## config.mk

```make
export PLATFORM = sky130hd
export DESIGN_NAME = vram_write_scheduler_flat
export DESIGN_NICKNAME = d
export VERILOG_FILES = /design/src/rtl/vram_write_scheduler_if.sv /design/src/rtl/vram_write_scheduler.sv /design/src/flat_wrapper.sv
export SDC_FILE = /design/constraint.sdc
export NUM_CORES = 1
export LEC_CHECK = 0
export CORE_MARGIN = 2
export CORE_UTILIZATION = 50
export CTS_BUF_LIST = sky130_fd_sc_hd__clkbuf_4 sky130_fd_sc_hd__clkbuf_8
export DETAILED_ROUTE_END_ITERATION = 8
export PLACE_DENSITY = 0.82
export SLEW_MARGIN = 0
export SYNTH_ARGS = -nofsm -noshare
export SYNTH_HDL_FRONTEND = slang
export SYNTH_SLANG_ARGS = --single-unit
```

## constraint.sdc

```tcl
create_clock -name Clock -period 2.3 [get_ports Clock]
set_input_delay 0.23 -clock Clock [delete_from_list [all_inputs] [get_ports Clock]]
set_output_delay 0.23 -clock Clock [all_outputs]
set_load 0.01 [all_outputs]
```

## src/rtl/vram_write_scheduler_if.sv

```systemverilog
// Request/response bundle for the video-memory write scheduler: CPU pixel writes,
// fill commands, and the registered write-port outputs.
interface vram_write_scheduler_if #(
  parameter int COL_W   = 7,
  parameter int ROW_W   = 6,
  parameter int COLOR_W = 3
);
  logic                     iCpuWrite;
  logic [COL_W-1:0]         iCpuCol;
  logic [ROW_W-1:0]         iCpuRow;
  logic [COLOR_W-1:0]       iCpuColor;
  logic                     iFillStart;
  logic [COL_W-1:0]         iFillX0;
  logic [COL_W-1:0]         iFillX1;
  logic [ROW_W-1:0]         iFillY0;
  logic [ROW_W-1:0]         iFillY1;
  logic [COLOR_W-1:0]       iFillColor;
  logic                     oWriteEnable;
  logic [COL_W+ROW_W-1:0]   oWriteAddress;
  logic [COLOR_W-1:0]       oDataIn;
  logic                     oFillBusy;
  logic                     oFillDone;

  modport master (
    output iCpuWrite, iCpuCol, iCpuRow, iCpuColor,
    output iFillStart, iFillX0, iFillX1, iFillY0, iFillY1, iFillColor,
    input  oWriteEnable, oWriteAddress, oDataIn, oFillBusy, oFillDone
  );

  modport slave (
    input  iCpuWrite, iCpuCol, iCpuRow, iCpuColor,
    input  iFillStart, iFillX0, iFillX1, iFillY0, iFillY1, iFillColor,
    output oWriteEnable, oWriteAddress, oDataIn, oFillBusy, oFillDone
  );
endinterface

```

## src/rtl/vram_write_scheduler.sv

```systemverilog
// Arbitrates the single VRAM write port between CPU pixel writes (priority) and a
// rectangle-fill engine. Optional power-on clear: define VRAM_CLEAR_ON_RESET_EN.
module vram_write_scheduler #(
  parameter int COLS    = 80,
  parameter int ROWS    = 60,
  parameter int COL_W   = 7,
  parameter int ROW_W   = 6,
  parameter int COLOR_W = 3,
  parameter logic [COLOR_W-1:0] CLEAR_COLOR = 3'b000
) (
  input  logic                  Clock,
  input  logic                  Reset,
  vram_write_scheduler_if.slave bus
);

  localparam logic [COL_W-1:0] COL_LIMIT = COL_W'(COLS);
  localparam logic [ROW_W-1:0] ROW_LIMIT = ROW_W'(ROWS);
  localparam logic [COL_W-1:0] COL_LAST  = COL_W'(COLS - 1);
  localparam logic [ROW_W-1:0] ROW_LAST  = ROW_W'(ROWS - 1);

  typedef enum logic [1:0] {IDLE, FILL, DONE} state_t;

  state_t               state, stateNext;
  logic [COL_W-1:0]     x0, x1, curCol;
  logic [ROW_W-1:0]     y0, y1, curRow;
  logic [COLOR_W-1:0]   fillColor;
  logic                 loadBounds, advance, clearPending;
  logic [COL_W-1:0]     ldX0, ldX1;
  logic [ROW_W-1:0]     ldY0, ldY1;
  logic [COLOR_W-1:0]   ldColor;

  logic                   wrEn_p1;
  logic [COL_W+ROW_W-1:0] wrAddr_p1;
  logic [COLOR_W-1:0]     wrData_p1;

`ifdef VRAM_CLEAR_ON_RESET_EN
  // Armed by reset; consumed by the first IDLE cycle after release.
  always_ff @(posedge Clock) begin
    if (!Reset)
      clearPending <= 1'b1;
    else if (state == IDLE)
      clearPending <= 1'b0;
  end
`else
  assign clearPending = 1'b0;
`endif

  always_ff @(posedge Clock) begin
    if (!Reset)
      state <= IDLE;
    else
      state <= stateNext;
  end

  always_comb begin
    stateNext  = state;
    loadBounds = 1'b0;
    advance    = 1'b0;
    ldX0       = bus.iFillX0;
    ldX1       = bus.iFillX1;
    ldY0       = bus.iFillY0;
    ldY1       = bus.iFillY1;
    ldColor    = bus.iFillColor;
    case (state)
      IDLE: begin
        if (clearPending) begin
          loadBounds = 1'b1;
          ldX0       = '0;
          ldX1       = COL_LAST;
          ldY0       = '0;
          ldY1       = ROW_LAST;
          ldColor    = CLEAR_COLOR;
          stateNext  = FILL;
        end else if (bus.iFillStart) begin
          loadBounds = 1'b1;
          stateNext  = (bus.iFillX0 > bus.iFillX1 || bus.iFillY0 > bus.iFillY1) ? DONE : FILL;
        end
      end
      FILL: begin
        // A CPU write stalls the cursor for this cycle.
        if (!bus.iCpuWrite) begin
          advance = 1'b1;
          if (curCol == x1 && curRow == y1)
            stateNext = DONE;
        end
      end
      DONE:    stateNext = IDLE;
      default: stateNext = IDLE;
    endcase
  end

  always_ff @(posedge Clock) begin
    if (loadBounds) begin
      x0        <= ldX0;
      x1        <= ldX1;
      y0        <= ldY0;
      y1        <= ldY1;
      fillColor <= ldColor;
    end
  end

  // Cursor walks row-major; equality against x1 wraps it before any overflow.
  always_ff @(posedge Clock) begin
    if (!Reset) begin
      curCol <= '0;
      curRow <= '0;
    end else if (loadBounds) begin
      curCol <= ldX0;
      curRow <= ldY0;
    end else if (advance) begin
      if (curCol == x1) begin
        curCol <= x0;
        curRow <= curRow + ROW_W'(1);
      end else begin
        curCol <= curCol + COL_W'(1);
      end
    end
  end

  // Stage p1: registered write port.
  always_ff @(posedge Clock) begin
    if (!Reset) begin
      wrEn_p1   <= 1'b0;
      wrAddr_p1 <= '0;
      wrData_p1 <= '0;
    end else if (bus.iCpuWrite) begin
      wrEn_p1   <= 1'b1;
      wrAddr_p1 <= {bus.iCpuCol, bus.iCpuRow};
      wrData_p1 <= bus.iCpuColor;
    end else if (advance) begin
      wrEn_p1   <= (curCol < COL_LIMIT) && (curRow < ROW_LIMIT);
      wrAddr_p1 <= {curCol, curRow};
      wrData_p1 <= fillColor;
    end else begin
      wrEn_p1   <= 1'b0;
    end
  end

  assign bus.oWriteEnable  = wrEn_p1;
  assign bus.oWriteAddress = wrAddr_p1;
  assign bus.oDataIn       = wrData_p1;
  assign bus.oFillBusy     = (state != IDLE);
  assign bus.oFillDone     = (state == DONE);

endmodule

```

## src/flat_wrapper.sv

```systemverilog
// flat-port wrapper written by rule: the top's interface ports become plain ports
module vram_write_scheduler_flat 
#(
  parameter int COLS    = 80,
  parameter int ROWS    = 60,
  parameter int COL_W   = 7,
  parameter int ROW_W   = 6,
  parameter int COLOR_W = 3,
  parameter logic [COLOR_W-1:0] CLEAR_COLOR = 3'b000
)
  (Clock, Reset, bus_iCpuWrite, bus_iCpuCol, bus_iCpuRow, bus_iCpuColor, bus_iFillStart, bus_iFillX0, bus_iFillX1, bus_iFillY0, bus_iFillY1, bus_iFillColor, bus_oWriteEnable, bus_oWriteAddress, bus_oDataIn, bus_oFillBusy, bus_oFillDone);
  vram_write_scheduler_if #(.COL_W(COL_W), .ROW_W(ROW_W), .COLOR_W(COLOR_W)) bus_i ();
  input  logic Clock;
  input  logic Reset;
  input wire logic [$bits(bus_i.iCpuWrite)-1:0] bus_iCpuWrite;
  input wire logic [$bits(bus_i.iCpuCol)-1:0] bus_iCpuCol;
  input wire logic [$bits(bus_i.iCpuRow)-1:0] bus_iCpuRow;
  input wire logic [$bits(bus_i.iCpuColor)-1:0] bus_iCpuColor;
  input wire logic [$bits(bus_i.iFillStart)-1:0] bus_iFillStart;
  input wire logic [$bits(bus_i.iFillX0)-1:0] bus_iFillX0;
  input wire logic [$bits(bus_i.iFillX1)-1:0] bus_iFillX1;
  input wire logic [$bits(bus_i.iFillY0)-1:0] bus_iFillY0;
  input wire logic [$bits(bus_i.iFillY1)-1:0] bus_iFillY1;
  input wire logic [$bits(bus_i.iFillColor)-1:0] bus_iFillColor;
  output wire logic [$bits(bus_i.oWriteEnable)-1:0] bus_oWriteEnable;
  output wire logic [$bits(bus_i.oWriteAddress)-1:0] bus_oWriteAddress;
  output wire logic [$bits(bus_i.oDataIn)-1:0] bus_oDataIn;
  output wire logic [$bits(bus_i.oFillBusy)-1:0] bus_oFillBusy;
  output wire logic [$bits(bus_i.oFillDone)-1:0] bus_oFillDone;
  assign bus_i.iCpuWrite = bus_iCpuWrite;
  assign bus_i.iCpuCol = bus_iCpuCol;
  assign bus_i.iCpuRow = bus_iCpuRow;
  assign bus_i.iCpuColor = bus_iCpuColor;
  assign bus_i.iFillStart = bus_iFillStart;
  assign bus_i.iFillX0 = bus_iFillX0;
  assign bus_i.iFillX1 = bus_iFillX1;
  assign bus_i.iFillY0 = bus_iFillY0;
  assign bus_i.iFillY1 = bus_iFillY1;
  assign bus_i.iFillColor = bus_iFillColor;
  assign bus_oWriteEnable = bus_i.oWriteEnable;
  assign bus_oWriteAddress = bus_i.oWriteAddress;
  assign bus_oDataIn = bus_i.oDataIn;
  assign bus_oFillBusy = bus_i.oFillBusy;
  assign bus_oFillDone = bus_i.oFillDone;
  vram_write_scheduler #(.COLS(COLS), .ROWS(ROWS), .COL_W(COL_W), .ROW_W(ROW_W), .COLOR_W(COLOR_W), .CLEAR_COLOR(CLEAR_COLOR)) u_core (.Clock(Clock), .Reset(Reset), .bus(bus_i));
endmodule
```

==> results.cfg <==
[worst_setup_path]
r2r-start = u_core.curCol[6]
crit_buf_inv = 0
path_max_fanout = 10
worstSetupPathType = reg2reg
cp.required_ns = 2.51
arrival_ns = 2.31
start_kind = flop
r2r_slack_ns = 0.20
cp-startpoint = u_core.curCol[6]
cp-end-kind = flop
worstPathCellList = xor2_1, nor4_4, nand3_4, or4_1, a311oi_1
worst_path_largest_cell_delay_ns = 0.50
critPathTopFamily = simple AND/OR/NAND/NOR gates
crit_slowest_cell = or4_1
r2r-end = u_core.curRow[4]
worstRegToRegCells = 5

[clocking]
clock-sinks = 55
cts.path.max_buffers = 2
post_cts_buffers = 0
cts_buffers = 5
clkLatencyLatePin_ns = 0.31
clkTransAtPathRegs_ns = 0.10
htreeDepth = 2
cts_root_buffer = clkbuf_8
cts_tree = built
cts_hold_buf = 0
cts_resized = 0

[global_routing]
antenna_found_initial = 0
grt_pass1_vias = 2179
grt_usage = 0.2116
grt-ovfl-total = 0
grt_max_degree = 36
grt_pass1_wl_um = 10270

[sta]
hold_slack_ns = 0.4655
finalHoldViolCount = 0
tns_ns = 0
slew_violations = 0
fmax_ghz = 0.4769
tightest_slew_ns = 0.5168
min_period_ns = 2.097
skew_ns = 0.01228
min_period_over_period = 0.9117
finalSetupViolations = 0
layout_setup_ws_ns = 0.2030
slew_headroom = 0.6550
rsz0062_at_grt = no

[synth]
yosys-top-cells-count = nor2_1 (40), dfxtp_1 (32), a21oi_1 (24), mux2i_1 (24), edfxtp_1 (23)
synth_top_flop_cell = dfxtp_1
synth_seq_area_share = 0.4778
ys_seq_elements = 55
synth_warnings = 0
post-synth-top-count-cell = nor2_1
synth_area_mm2 = 0.002786
synth_top_cell_by_area = edfxtp_1
synth.top_cells.by_area = edfxtp_1 (25%), dfxtp_1 (23%), mux2i_1 (8.6%)
avgSynthCellArea_um2 = 9.987
synth_top_area_share = 0.2479
ys_async_sr_fraction = 0
synth-edff-count = 23
yosys.cell_types.count = 40
syn_nets = 343
syn_inst = 279

[detailed_routing]
wl_um = 6322
wire_per_inst_um = 15.02
dr.pass1.iters = 4
antenna_left = 0
first_iter_violations = 181
drc_errors = 0
via_per_inst = 5.468
via_count = 2302

[power]
ir_drop_mv = 0.3313
powerDensity_mw_per_mm2 = 605.0
p_leak_nw = 1.433

[worst_hold_path]
whs_path_depth = 1
whs_endpoint = u_core.fillColor[0]
worstHoldStart = bus_iFillColor[0]
hold_path_class = in2reg

[die]
die_y_um = 78.65
io_pins = 68
floorplan.initialDensity = 0.5123
core_mm2 = 0.005439
die_w_um = 78.65
die_area_mm2 = 0.006186
rows = 27

[finish]
final_nets = 412
finish.utilization = 0.6731
area_growth_pct = 31.39
drive_above_1_share = 0.06590
diodes = 0
final_cells = 421

[place]
numPortBuffers = 67
place_congestion = 0.8253
dp_cells = 413
hpwl_um = 4695
place_ws_ns = -0.05320

[job]
drv_cap = 0

[run_status]
status = complete, no violations
cell type report:
cell class | count | area (um^2)
flip-flops and latches | 55 | 1331
repair buffers | 75 | 743.2
clock inverters | 2 | 17.52
well taps | 72 | 90.09
multi-input cells | 192 | 1331
fillers | 464 | 1778
clock buffers | 6 | 76.32
inverters | 19 | 71.32
worst reg2reg max path: stages, from the launching register on:
cell      delay (ns)
dfxtp_1         0.47
xor2_1          0.15
nor4_4          0.41
nand3_4         0.19
or4_1           0.50
a311oi_1        0.27
through the flow:
step,area [um^2],power [mW]
finish,3661,2.215
global route,3661,2.329
CTS,3661,2.227
detailed placement,3567,1.688
global placement,3567,1.669
floorplan,2786,1.456
placed cells by master (no fill, tap or decap), types with 3 or more instances in the layout:
cell and n:
inv_1 17, nor2_1 40, o21ai_0 5, or4_1 3
buf_4 7, o31ai_1 3, o22ai_1 8, ha_1 15
dfxtp_1 32, clkdlybuf4s50_1 67, a21oi_1 24, edfxtp_1 23
nand4_1 4, nand2_1 8, a311oi_1 3, xnor2_1 7
a22oi_1 7, xor2_1 12, a31oi_1 3, mux2i_1 24
nand3_1 7, clkbuf_8 5
cell families (layout without fill, tap and decap cells):
family | after synthesis | after routing | share of synthesized area
buffers and inverters | 32 | 102 | 0.04445
adder cells (fa/ha/maj) | 15 | 15 | 0.06736
AO/OA/AOI/OAI | 57 | 57 | 0.1253
AND/OR/NAND/NOR | 77 | 77 | 0.1392
XOR/XNOR | 19 | 19 | 0.05972
multiplexers | 24 | 24 | 0.08621
flip-flops | 55 | 55 | 0.4778
worst max path at each step:
stage,depth (start not counted),slack [ns],end
floorplan,6,0.35,u_core.curCol[2]
global placement,8,0.07,u_core.state[1]
detailed placement,8,-0.05,u_core.state[1]
CTS,5,0.21,u_core.curRow[4]
global route,5,0.03,u_core.curRow[5]
finish,5,0.20,u_core.curRow[4]
layer usage:
layer,up-vias,wire [um],track usage
li1,1146,-,-
met1,1081,2867,0.2705
met2,70,3052,0.3675
met3,5,367,0.04598
met4,0,34,0.04561
met5,-,0,0
power by group:
part           switching, mW  internal (mW)
registers             0.0641           1.11
clock network          0.315          0.231
logic                  0.239          0.260
flip-flops by register name, indices dropped and copies added, names as in the netlist:
signal	count
u_core.bus.oWriteAddress	13
u_core.curCol	7
u_core.x0	7
u_core.x1	7
u_core.curRow	6
u_core.y1	6
u_core.bus.oDataIn	3
u_core.fillColor	3
u_core.state	2
u_core.bus.oWriteEnable	1
(Power assumes the default switching activity.)
